===== config.mk =====
export PLATFORM = sky130hd
export DESIGN_NAME = hook_sprite_engine_flat
export DESIGN_NICKNAME = d
export VERILOG_FILES = /design/src/rtl/fish_pkg.sv /design/src/rtl/hook_sprite_engine_if.sv /design/src/rtl/hook_sprite_rom.sv /design/src/rtl/hook_sprite_engine.sv /design/src/flat_wrapper.sv
export SDC_FILE = /design/constraint.sdc
export NUM_CORES = 1
export LEC_CHECK = 0
export ABC_AREA = 1
export BUFFER_PORTS_ARGS = -buffer_cell sky130_fd_sc_hd__buf_2
export CORE_UTILIZATION = 45
export DETAILED_ROUTE_END_ITERATION = 6
export PLACE_DENSITY_LB_ADDON = 0.1
export SETUP_SLACK_MARGIN = 0.05
export SLEW_MARGIN = 10
export SYNTH_ARGS = -nofsm -noshare
export SYNTH_HDL_FRONTEND = slang
export SYNTH_HIERARCHICAL = 1
export SYNTH_SLANG_ARGS = --single-unit

===== constraint.sdc =====
create_clock -name clk -period 7.4 [get_ports clk]
set_input_delay 0 -clock clk [delete_from_list [all_inputs] [get_ports clk]]
set_output_delay 0 -clock clk [all_outputs]
set_load 0.005 [all_outputs]

===== src/rtl/fish_pkg.sv =====
// Shared definitions for the fishing-line overlay: FSM encoding, colour key and
// the hook/bait sprite images (row-major, IMG_W pixels per row).
package fish_pkg;

    typedef enum logic [1:0] {
        ST_IDLE   = 2'd0,
        ST_FOLLOW = 2'd1,
        ST_REEL   = 2'd2
    } state_e;

    localparam logic [11:0] KEY_COLOR = 12'h352;

    localparam int IMG_W = 8;
    localparam int IMG_H = 19;
    localparam int IMG_N = IMG_W * IMG_H;

    // Palette shorthands so the images below read as pixel art.
    localparam logic [11:0] PK = KEY_COLOR;
    localparam logic [11:0] PS = 12'hBBB;
    localparam logic [11:0] PD = 12'h777;
    localparam logic [11:0] PW = 12'h865;
    localparam logic [11:0] PP = 12'hD87;

    // Hook occupies the top-left 7x15 of the frame; everything else is keyed out.
    localparam logic [0:IMG_N-1][11:0] HOOK_IMG = {
        PK, PK, PK, PK, PS, PS, PS, PK,
        PK, PK, PK, PK, PS, PK, PS, PK,
        PK, PK, PK, PK, PS, PS, PS, PK,
        PK, PK, PK, PK, PK, PS, PK, PK,
        PK, PK, PK, PK, PK, PS, PK, PK,
        PK, PK, PK, PK, PK, PS, PK, PK,
        PK, PK, PK, PK, PK, PS, PK, PK,
        PK, PK, PK, PK, PK, PS, PK, PK,
        PK, PK, PK, PK, PK, PS, PK, PK,
        PK, PK, PK, PK, PK, PS, PK, PK,
        PS, PK, PK, PK, PK, PS, PK, PK,
        PS, PK, PK, PK, PK, PS, PK, PK,
        PS, PS, PK, PK, PK, PS, PK, PK,
        PK, PS, PD, PK, PD, PS, PK, PK,
        PK, PK, PD, PD, PD, PK, PK, PK,
        PK, PK, PK, PK, PK, PK, PK, PK,
        PK, PK, PK, PK, PK, PK, PK, PK,
        PK, PK, PK, PK, PK, PK, PK, PK,
        PK, PK, PK, PK, PK, PK, PK, PK
    };

    localparam logic [0:IMG_N-1][11:0] BAIT_IMG = {
        PK, PW, PW, PK, PK, PK, PK, PK,
        PW, PP, PP, PW, PK, PK, PK, PK,
        PK, PW, PP, PP, PW, PK, PK, PK,
        PK, PK, PW, PP, PP, PW, PK, PK,
        PK, PK, PK, PW, PP, PP, PW, PK,
        PK, PK, PK, PW, PP, PP, PW, PK,
        PK, PK, PW, PP, PP, PW, PK, PK,
        PK, PW, PP, PP, PW, PK, PK, PK,
        PW, PP, PP, PW, PK, PK, PK, PK,
        PW, PP, PP, PW, PK, PK, PK, PK,
        PK, PW, PP, PP, PW, PK, PK, PK,
        PK, PK, PW, PP, PP, PW, PK, PK,
        PK, PK, PK, PW, PP, PP, PW, PK,
        PK, PK, PK, PW, PP, PP, PW, PK,
        PK, PK, PW, PP, PP, PW, PK, PK,
        PK, PW, PP, PP, PW, PK, PK, PK,
        PK, PW, PP, PW, PK, PK, PK, PK,
        PK, PK, PW, PK, PK, PK, PK, PK,
        PK, PK, PK, PK, PK, PK, PK, PK
    };

    function automatic logic [9:0] min10(input logic [9:0] a, input logic [9:0] b);
        return (a < b) ? a : b;
    endfunction

endpackage


===== src/rtl/hook_sprite_engine_if.sv =====
// Control and pixel-stream signals between game logic, the hook engine and the pixel mux.
interface hook_sprite_engine_if;
    logic        frame_tick;
    logic        cast;
    logic        reel;
    logic [1:0]  mode;
    logic [9:0]  target_v;
    logic [9:0]  h_cnt;
    logic [9:0]  v_cnt;
    logic        background;
    logic [11:0] vga;
    logic [9:0]  hook_v;
    logic [1:0]  state;
    logic        reel_done;

    modport master (
        output frame_tick, cast, reel, mode, target_v, h_cnt, v_cnt,
        input  background, vga, hook_v, state, reel_done
    );

    modport slave (
        input  frame_tick, cast, reel, mode, target_v, h_cnt, v_cnt,
        output background, vga, hook_v, state, reel_done
    );
endinterface


===== src/rtl/hook_sprite_rom.sv =====
// Per-mode sprite ROM with a registered read; this register is the render pipeline stage.
module hook_sprite_rom
    import fish_pkg::*;
#(
    parameter int ADDR_W = 8
) (
    input  logic              clk,
    input  logic              rst_n,
    input  logic [1:0]        sel,
    input  logic [ADDR_W-1:0] addr,
    output logic [11:0]       pixel
);

    logic [11:0] pixel_next;

    always_comb begin
        pixel_next = KEY_COLOR;
        if (int'(addr) < IMG_N) begin
            case (sel)
                2'd1:       pixel_next = HOOK_IMG[addr];
                2'd2, 2'd3: pixel_next = BAIT_IMG[addr];
                default:    pixel_next = KEY_COLOR;
            endcase
        end
    end

    always_ff @(posedge clk or negedge rst_n) begin
        if (!rst_n) begin
            pixel <= KEY_COLOR;
        end else begin
            pixel <= pixel_next;
        end
    end

endmodule


===== src/rtl/hook_sprite_engine.sv =====
// Hook motion controller (follow / reel FSM) and sprite renderer for the fishing-line overlay.
module hook_sprite_engine
    import fish_pkg::*;
#(
    parameter int          H_POS    = 277,
    parameter int          TOP_V    = 62,
    parameter int          BOTTOM_V = 470,
    parameter int          SPR_W    = 8,
    parameter int          SPR_H    = 19,
    parameter int          STEP     = 4,
    parameter logic [11:0] KEY      = KEY_COLOR
) (
    input  logic                 clk,
    input  logic                 rst_n,
    hook_sprite_engine_if.slave  bus
);

    localparam int         ADDR_W  = $clog2(SPR_W * SPR_H);
    localparam logic [9:0] TOP_C   = 10'(TOP_V);
    localparam logic [9:0] TGT_MAX = 10'(BOTTOM_V - SPR_H + 1);
    localparam logic [9:0] H_LO    = 10'(H_POS);
    localparam logic [9:0] H_HI    = 10'(H_POS + SPR_W - 1);
    localparam logic [9:0] STEP_C  = 10'(STEP);
    localparam logic [10:0] V_SPAN = 11'(SPR_H - 1);

    state_e      state_reg;
    logic [9:0]  hook_v_reg;
    logic        reel_done_reg;
    logic        win_reg;

    logic [9:0]  tgt;
    logic [9:0]  step_follow;
    logic [9:0]  follow_next;
    logic [9:0]  reel_next;

    // Target clamp keeps the whole sprite between the surface and the bottom row.
    always_comb begin
        tgt = bus.target_v;
        if (bus.target_v < TOP_C) begin
            tgt = TOP_C;
        end else if (bus.target_v > TGT_MAX) begin
            tgt = TGT_MAX;
        end
        step_follow = (tgt >= hook_v_reg) ? min10(STEP_C, tgt - hook_v_reg)
                                          : min10(STEP_C, hook_v_reg - tgt);
        follow_next = (tgt >= hook_v_reg) ? hook_v_reg + step_follow
                                          : hook_v_reg - step_follow;
        reel_next   = hook_v_reg - min10(STEP_C, hook_v_reg - TOP_C);
    end

    always_ff @(posedge clk or negedge rst_n) begin
        if (!rst_n) begin
            state_reg     <= ST_IDLE;
            hook_v_reg    <= TOP_C;
            reel_done_reg <= 1'b0;
        end else begin
            reel_done_reg <= 1'b0;
            case (state_reg)
                ST_IDLE: begin
                    hook_v_reg <= TOP_C;
                    if (bus.cast) begin
                        state_reg <= ST_FOLLOW;
                    end
                end
                ST_FOLLOW: begin
                    if (bus.frame_tick) begin
                        hook_v_reg <= follow_next;
                    end
                    // reel has priority over cast; cast is a no-op while following
                    if (bus.reel) begin
                        state_reg <= ST_REEL;
                    end
                end
                ST_REEL: begin
                    if (bus.frame_tick) begin
                        hook_v_reg <= reel_next;
                        if (reel_next == TOP_C) begin
                            state_reg     <= ST_IDLE;
                            reel_done_reg <= 1'b1;
                        end
                    end
                end
                default: state_reg <= ST_IDLE;
            endcase
        end
    end

    logic              in_h;
    logic              in_v;
    logic              in_win;
    logic [9:0]        row_off;
    logic [9:0]        col_off;
    logic [ADDR_W-1:0] rom_addr;
    logic [11:0]       rom_pixel;
    logic              hit;

    // Offsets are only formed inside the window so the subtractions never wrap.
    always_comb begin
        in_h     = (bus.h_cnt >= H_LO) && (bus.h_cnt <= H_HI);
        in_v     = ({1'b0, bus.v_cnt} >= {1'b0, hook_v_reg}) &&
                   ({1'b0, bus.v_cnt} <= ({1'b0, hook_v_reg} + V_SPAN));
        in_win   = (bus.mode != 2'd0) && in_h && in_v;
        row_off  = in_win ? (bus.v_cnt - hook_v_reg) : 10'd0;
        col_off  = in_win ? (bus.h_cnt - H_LO) : 10'd0;
        rom_addr = ADDR_W'(row_off * SPR_W + col_off);
    end

    hook_sprite_rom #(
        .ADDR_W (ADDR_W)
    ) u_rom (
        .clk   (clk),
        .rst_n (rst_n),
        .sel   (bus.mode),
        .addr  (rom_addr),
        .pixel (rom_pixel)
    );

    always_ff @(posedge clk or negedge rst_n) begin
        if (!rst_n) begin
            win_reg <= 1'b0;
        end else begin
            win_reg <= in_win;
        end
    end

    assign hit            = win_reg && (rom_pixel != KEY);
    assign bus.background = !hit;
    assign bus.vga        = hit ? rom_pixel : 12'h000;
    assign bus.hook_v     = hook_v_reg;
    assign bus.state      = state_reg;
    assign bus.reel_done  = reel_done_reg;

endmodule


===== src/flat_wrapper.sv =====
// flat-port wrapper written by rule: the top's interface ports become plain ports
module hook_sprite_engine_flat import fish_pkg::*;
#(
    parameter int          H_POS    = 277,
    parameter int          TOP_V    = 62,
    parameter int          BOTTOM_V = 470,
    parameter int          SPR_W    = 8,
    parameter int          SPR_H    = 19,
    parameter int          STEP     = 4,
    parameter logic [11:0] KEY      = KEY_COLOR
)
  (clk, rst_n, bus_frame_tick, bus_cast, bus_reel, bus_mode, bus_target_v, bus_h_cnt, bus_v_cnt, bus_background, bus_vga, bus_hook_v, bus_state, bus_reel_done);
  hook_sprite_engine_if bus_i ();
  input  logic clk;
  input  logic rst_n;
  input wire logic [$bits(bus_i.frame_tick)-1:0] bus_frame_tick;
  input wire logic [$bits(bus_i.cast)-1:0] bus_cast;
  input wire logic [$bits(bus_i.reel)-1:0] bus_reel;
  input wire logic [$bits(bus_i.mode)-1:0] bus_mode;
  input wire logic [$bits(bus_i.target_v)-1:0] bus_target_v;
  input wire logic [$bits(bus_i.h_cnt)-1:0] bus_h_cnt;
  input wire logic [$bits(bus_i.v_cnt)-1:0] bus_v_cnt;
  output wire logic [$bits(bus_i.background)-1:0] bus_background;
  output wire logic [$bits(bus_i.vga)-1:0] bus_vga;
  output wire logic [$bits(bus_i.hook_v)-1:0] bus_hook_v;
  output wire logic [$bits(bus_i.state)-1:0] bus_state;
  output wire logic [$bits(bus_i.reel_done)-1:0] bus_reel_done;
  assign bus_i.frame_tick = bus_frame_tick;
  assign bus_i.cast = bus_cast;
  assign bus_i.reel = bus_reel;
  assign bus_i.mode = bus_mode;
  assign bus_i.target_v = bus_target_v;
  assign bus_i.h_cnt = bus_h_cnt;
  assign bus_i.v_cnt = bus_v_cnt;
  assign bus_background = bus_i.background;
  assign bus_vga = bus_i.vga;
  assign bus_hook_v = bus_i.hook_v;
  assign bus_state = bus_i.state;
  assign bus_reel_done = bus_i.reel_done;
  hook_sprite_engine #(.H_POS(H_POS), .TOP_V(TOP_V), .BOTTOM_V(BOTTOM_V), .SPR_W(SPR_W), .SPR_H(SPR_H), .STEP(STEP), .KEY(KEY)) u_core (.clk(clk), .rst_n(rst_n), .bus(bus_i));
endmodule

Word level (Yosys, flattened, before mapping):

Memory sizes are Yosys's and may differ from the RTL's.
Index checks and enable logic that the tools add are counted.

* add/sub/neg operators: 10
* order comparisons: 12
* equal/unequal tests: 12
* muxes and demuxes: 27
* bitwise logic cells: 1
* reductions and logical operators: 12

Operators with widths (count)
* 10-bit two-way mux: 9
* 12-bit two-way mux: 6
* 10-bit subtractor: 4
* 3-bit by 10-bit less-than comparator with 1-bit output, first input constant: 3
* 10-bit case mux with 3 select lines: 1
* 12-bit case mux with 2 select lines: 1
* 10-bit >= comparator: 2
* 12-bit by 10-bit != test with 1-bit output, second input constant: 1
* 10-bit by 5-bit adder with 11-bit output, second input constant: 1
* 10-bit by 11-bit less-or-equal comparator with 1-bit output: 1
* 10-bit adder: 1
* 10-bit by 6-bit equality test with 1-bit output, second input constant: 1
* 10-bit by 9-bit >= comparator with 1-bit output, second input constant: 1
* 10-bit by 9-bit greater-than comparator with 1-bit output, second input constant: 1
* 10-bit by 9-bit less-or-equal comparator with 1-bit output, second input constant: 1
* 10-bit by 6-bit less-than comparator with 1-bit output, second input constant: 1
* 10-bit by 6-bit subtractor with 10-bit output, second input constant: 1
* 9-bit >= comparator, second input constant: 1
* 8-bit inverter with 9-bit output: 1
* 8-bit adder: 1
* 8-bit less-than comparator, second input constant: 1
* 2-bit two-way mux: 4
* 8-bit two-way mux: 1
* 2-bit != test, second input constant: 4
* other kinds (16): 25

* register bits after elaboration: 26
* bits in read-only memories: 6144
* output and inout port bits: 26
* word-level logic and storage cells: 81
* memories kept: 2

Memories
* (name not given): words 256, width 12, read ports 1, clocked after memory_dff 0, write ports 0, RTL line hook_sprite_rom.sv:21 `2'd2, 2'd3: pixel_next = BAIT_IMG[addr];`
* (name not given): words 256, width 12, read ports 1, clocked after memory_dff 0, write ports 0, RTL line hook_sprite_rom.sv:20 `2'd1: pixel_next = HOOK_IMG[addr];`

Longest topological paths before layout:

* depth in word-level cells: 12
* gate-level depth with buffers: 41
* gate-level depth less buffers: 41

Modules after synthesis:

The synthesis kept the hierarchy.

Modules (own cells, without submodules)
* hook_sprite_engine: instances 1, cells each 663, area an instance 4012.6 µm², seq. area each 356.6 µm²
* hook_sprite_rom: instances 1, cells each 198, area an instance 1167.4 µm², seq. area each 254.0 µm²

Worst setup path after synthesis:

No wires, ideal clock.

* path type: reg2reg
* start point: reg u_core.hook_v_reg[1], in the netlist u_core/bus.hook_v[1]
* end point: reg u_core.hook_v_reg[8], in the netlist u_core/bus.hook_v[8]
* library setup time: 139 ps
* data arrival time: 4277 ps
* required time: 7261 ps
* path slack: 2984 ps
* cell stages (with the launch flop): 34
* clock period less this slack: 4416 ps
* cells stage by stage: dfstp_2 -> inv_1 -> fa_1 -> inv_1 -> nand2_1 -> nand2_1 -> nand2_1 -> nand2_1 -> nand2_1 -> nand2_1 -> nand3_1 -> nor2_1 -> nand2_1 -> nand2_2 -> inv_1 -> nor2_1 -> inv_1 -> ha_1 -> inv_1 -> o21ai_0 -> inv_1 -> fa_1 -> nor2_1 -> a211oi_1 -> nor2_1 -> nand2_1 -> a21oi_1 -> nor2_1 -> o21ai_0 -> nand2_1 -> nand3_1 -> o21ai_0 -> nand2_1 -> o21ai_0

* word-level cells in the longest chain between the ends: 8
* elaborated cells between the ends (all ways): 18

Ends and longest elaborated chain
* from (decl): RTL line hook_sprite_engine.sv:27 `logic [9:0] hook_v_reg;`
* from (signal assigned): RTL line hook_sprite_engine.sv:67 `hook_v_reg <= follow_next;`
* from (signal assigned): RTL line hook_sprite_engine.sv:76 `hook_v_reg <= reel_next;`
* 10-bit subtractor (on tied branches): RTL line hook_sprite_engine.sv:45, hook_sprite_engine.sv:44
* 3-bit by 10-bit less-than comparator with 1-bit output: RTL line fish_pkg.sv:70 `return (a < b) ? a : b;`
* 10-bit two-way mux: RTL line fish_pkg.sv:70
* 10-bit two-way mux: RTL line hook_sprite_engine.sv:44 `step_follow = (tgt >= hook_v_reg) ? min10(STEP_C, tgt - hook_v_reg)`
* 10-bit subtractor or 10-bit adder (tied branches): RTL line hook_sprite_engine.sv:47, hook_sprite_engine.sv:46
* 10-bit two-way mux: RTL line hook_sprite_engine.sv:46 `follow_next = (tgt >= hook_v_reg) ? hook_v_reg + step_follow`
* 10-bit two-way mux: RTL line hook_sprite_engine.sv:66 `if (bus.frame_tick) begin`
* 10-bit case mux with 3 select lines (*): RTL line hook_sprite_engine.sv:58 `case (state_reg)`

Every way passes the cells marked *; elsewhere a longest branch is shown, timed or not. The select of a mux whose other input is x is not followed.
A chain may end at the register's enable or synchronous reset.

Worst setup path in the final report:

Ends and elaborated chain as after synthesis.

==> impl_metrics.ini <==
[place]
place_congestion = 0.901
post-place-ws_ns = 1.91
port_buffers = 62
hpwl_mm = 12.8
post_dp_cell_area_um2 = 5590

[clock_tree]
cts_made_buffers = 3
clock-sinks = 24
clkTransAtPathRegs_ns = 0.06
cts_tree = done
cts_buffer_depth = 2
clock_latency_ns = 0.26
cts_resized = 0
post_cts_buffers = 0
cts_hold_buf = 1
h-tree-depth = 1
ctsRootBufferMaster = clkbuf_16

[setup_path]
worstPathArrival_ns = 5.56
crit_top_cell = nand2_1
cp.required_ns = 7.51
max_stage_delay_ns = 0.69
worstSetupPathType = reg -> reg
cp_max_fo = 12
cp-end-kind = flop
setup.worst_path.start_class = flop
cp_slowest_cell = dfstp_2

[synth]
syn_inst = 861
synth-seq-cells = 24
ys_seq_area_share_pct = 11.8
synth.avg_cell_area_um2 = 6.02
synthArstFlopShare_pct = 100
yosysWarnings = 6
synth_cell_types = 49
ys.flop_type = dfrtp_1
synth_edf_count = 0
syn_area_um2 = 5180

[timing]
hold_violations = 0
skew_ns = 0.00405
min_period_over_period_pct = 73.6
relSlewSlack_pct = 36.5
rsz0062_at_grt = no
finalSetupViolCount = 0
post-route-min-period_ns = 5.44
finalMaxSlewViolations = 0
fmax_mhz = 184
fin_tns_setup_ns = 0
worst_slack_ns = 1.96
worstMarginPinSlew_ns = 0.942

[grt]
overflow = 0
first_global_vias = 5311
grt_max_degree = 25
grt_pass1_wl_mm = 25.2
antenna_found_initial = 0
groute.usage.overall_pct = 26.7

[floorplan]
die_h_um = 109
rows = 38
initial_core_util_pct = 47.0
io_pins = 63
die-area_um2 = 11900
core_area_um2 = 11000
die_x_um = 109

[routing]
drt_iter0_markers = 454
firstDrtPassIters = 5
viasPerCell = 5.34
via_count = 5642
wl_mm = 15.5
drc = 0
ant_nets = 0
wl_per_cell_um = 14.6

[power_and_ir_drop]
power_density_nw_per_um2 = 314
peakVddDrop_mv = 0.176
p_leak_uw = 0.00326
p_total_uw = 1790

[hold_path]
hold_path_class = in -> reg

[finish]
area_delta_synth_final_pct = 10.2
final_common_cell = nand2_1
drive_above_1_share_pct = 13.3
final_nets = 1035
n_antenna_cell = 0
most-common-layout-cells = nand2_1 (250), inv_1 (137), nor2_1 (77)
post-route-cell-area_um2 = 5710

[job]
cap_violations = 0

[status]
status = completed
cells in the mapped netlist (8+ instances only):
cell     number  area [um2]
nand4_1      19         119
nand2_2      13        81.3
nand2_1     250         938
nor2_1       77         289
nor3_1       12        60.1
xor2_1       16         140
ha_1         75         938
o21ai_0      35         175
dfstp_2       8         210
a21oi_1      47         235
inv_2        10        37.5
dfrtp_1      16         400
inv_1       137         514
nand3_1      59         295
power breakdown:
| group | switching (uW) | total, uW | internal [uW] |
|---|---|---|---|
| clock | 47.2 | 155 | 108 |
| sequential | 78.5 | 250 | 171 |
| combinational | 898 | 1390 | 489 |
| total | 1020 | 1790 | 768 |
critical path, delay by kind of cell, from the launching register on:
kind                     cells  cell delay [ns]
AO/OA/AOI/OAI                6             0.92
adder cells (fa/ha/maj)      3             1.25
buffers and inverters        6             0.63
flip-flops                   1             0.69
AND/OR/NAND/NOR             18             1.81
cell families after synthesis:
logic type,share of synthesized area (%)
AO/OA/AOI/OAI,13.1
XOR/XNOR,4.03
adder cells (fa/ha/maj),20.0
buffers and inverters,12.7
flip-flops,11.8
other,0.145
AND/OR/NAND/NOR,38.2
per-layer routing:
layer	track usage (%)	share of wire (%)	vias up
met1	33.2	44	2577
met4	6.95	2.3	0
met2	50.0	50	166
li1	-	-	2871
met5	0	0	-
met3	1.36	3.9	28
stage by stage:
stage / utilization, % / hold slack (ns) / std cells
after floorplan: - / -0.296 / 862
after global placement: 50.7 / 0.00772 / 1052
after detailed placement: 50.7 / 0.0135 / 1052
after CTS: 51.8 / 0.000788 / 1057
after global routing: 51.8 / 0.0114 / 1057
final: 51.8 / 0.00152 / 1057
layout make-up:
type	instances	area, um2
Clock inverter	1	30.0
Sequential cell	24	611
Tap cell	140	175
Clock buffer	3	75.1
Inverter	147	552
Fill cell	1204	5320
Multi-Input combinational cell	676	3920
Timing Repair Buffer	66	343
path summary, 6_finish.rpt:
path / from / to / slack (ns) / cells past startpoint
max: u_core/bus.hook_v[1] / u_core/bus.hook_v[8] / 1.96 / 33
min: bus_frame_tick / u_core/bus.reel_done / 0.002 / 3
max reg2reg: u_core/bus.hook_v[1] / u_core/bus.hook_v[8] / 1.96 / 33
min reg2reg: u_core/bus.state[0] / u_core/bus.state[0] / 0.57 / 2
max in group asynchronous: rst_n / u_core/bus.hook_v[1] / 6.79 / 2
min in group asynchronous: rst_n / u_core/bus.state[0] / 0.25 / 2
(Power assumes the default switching activity.)
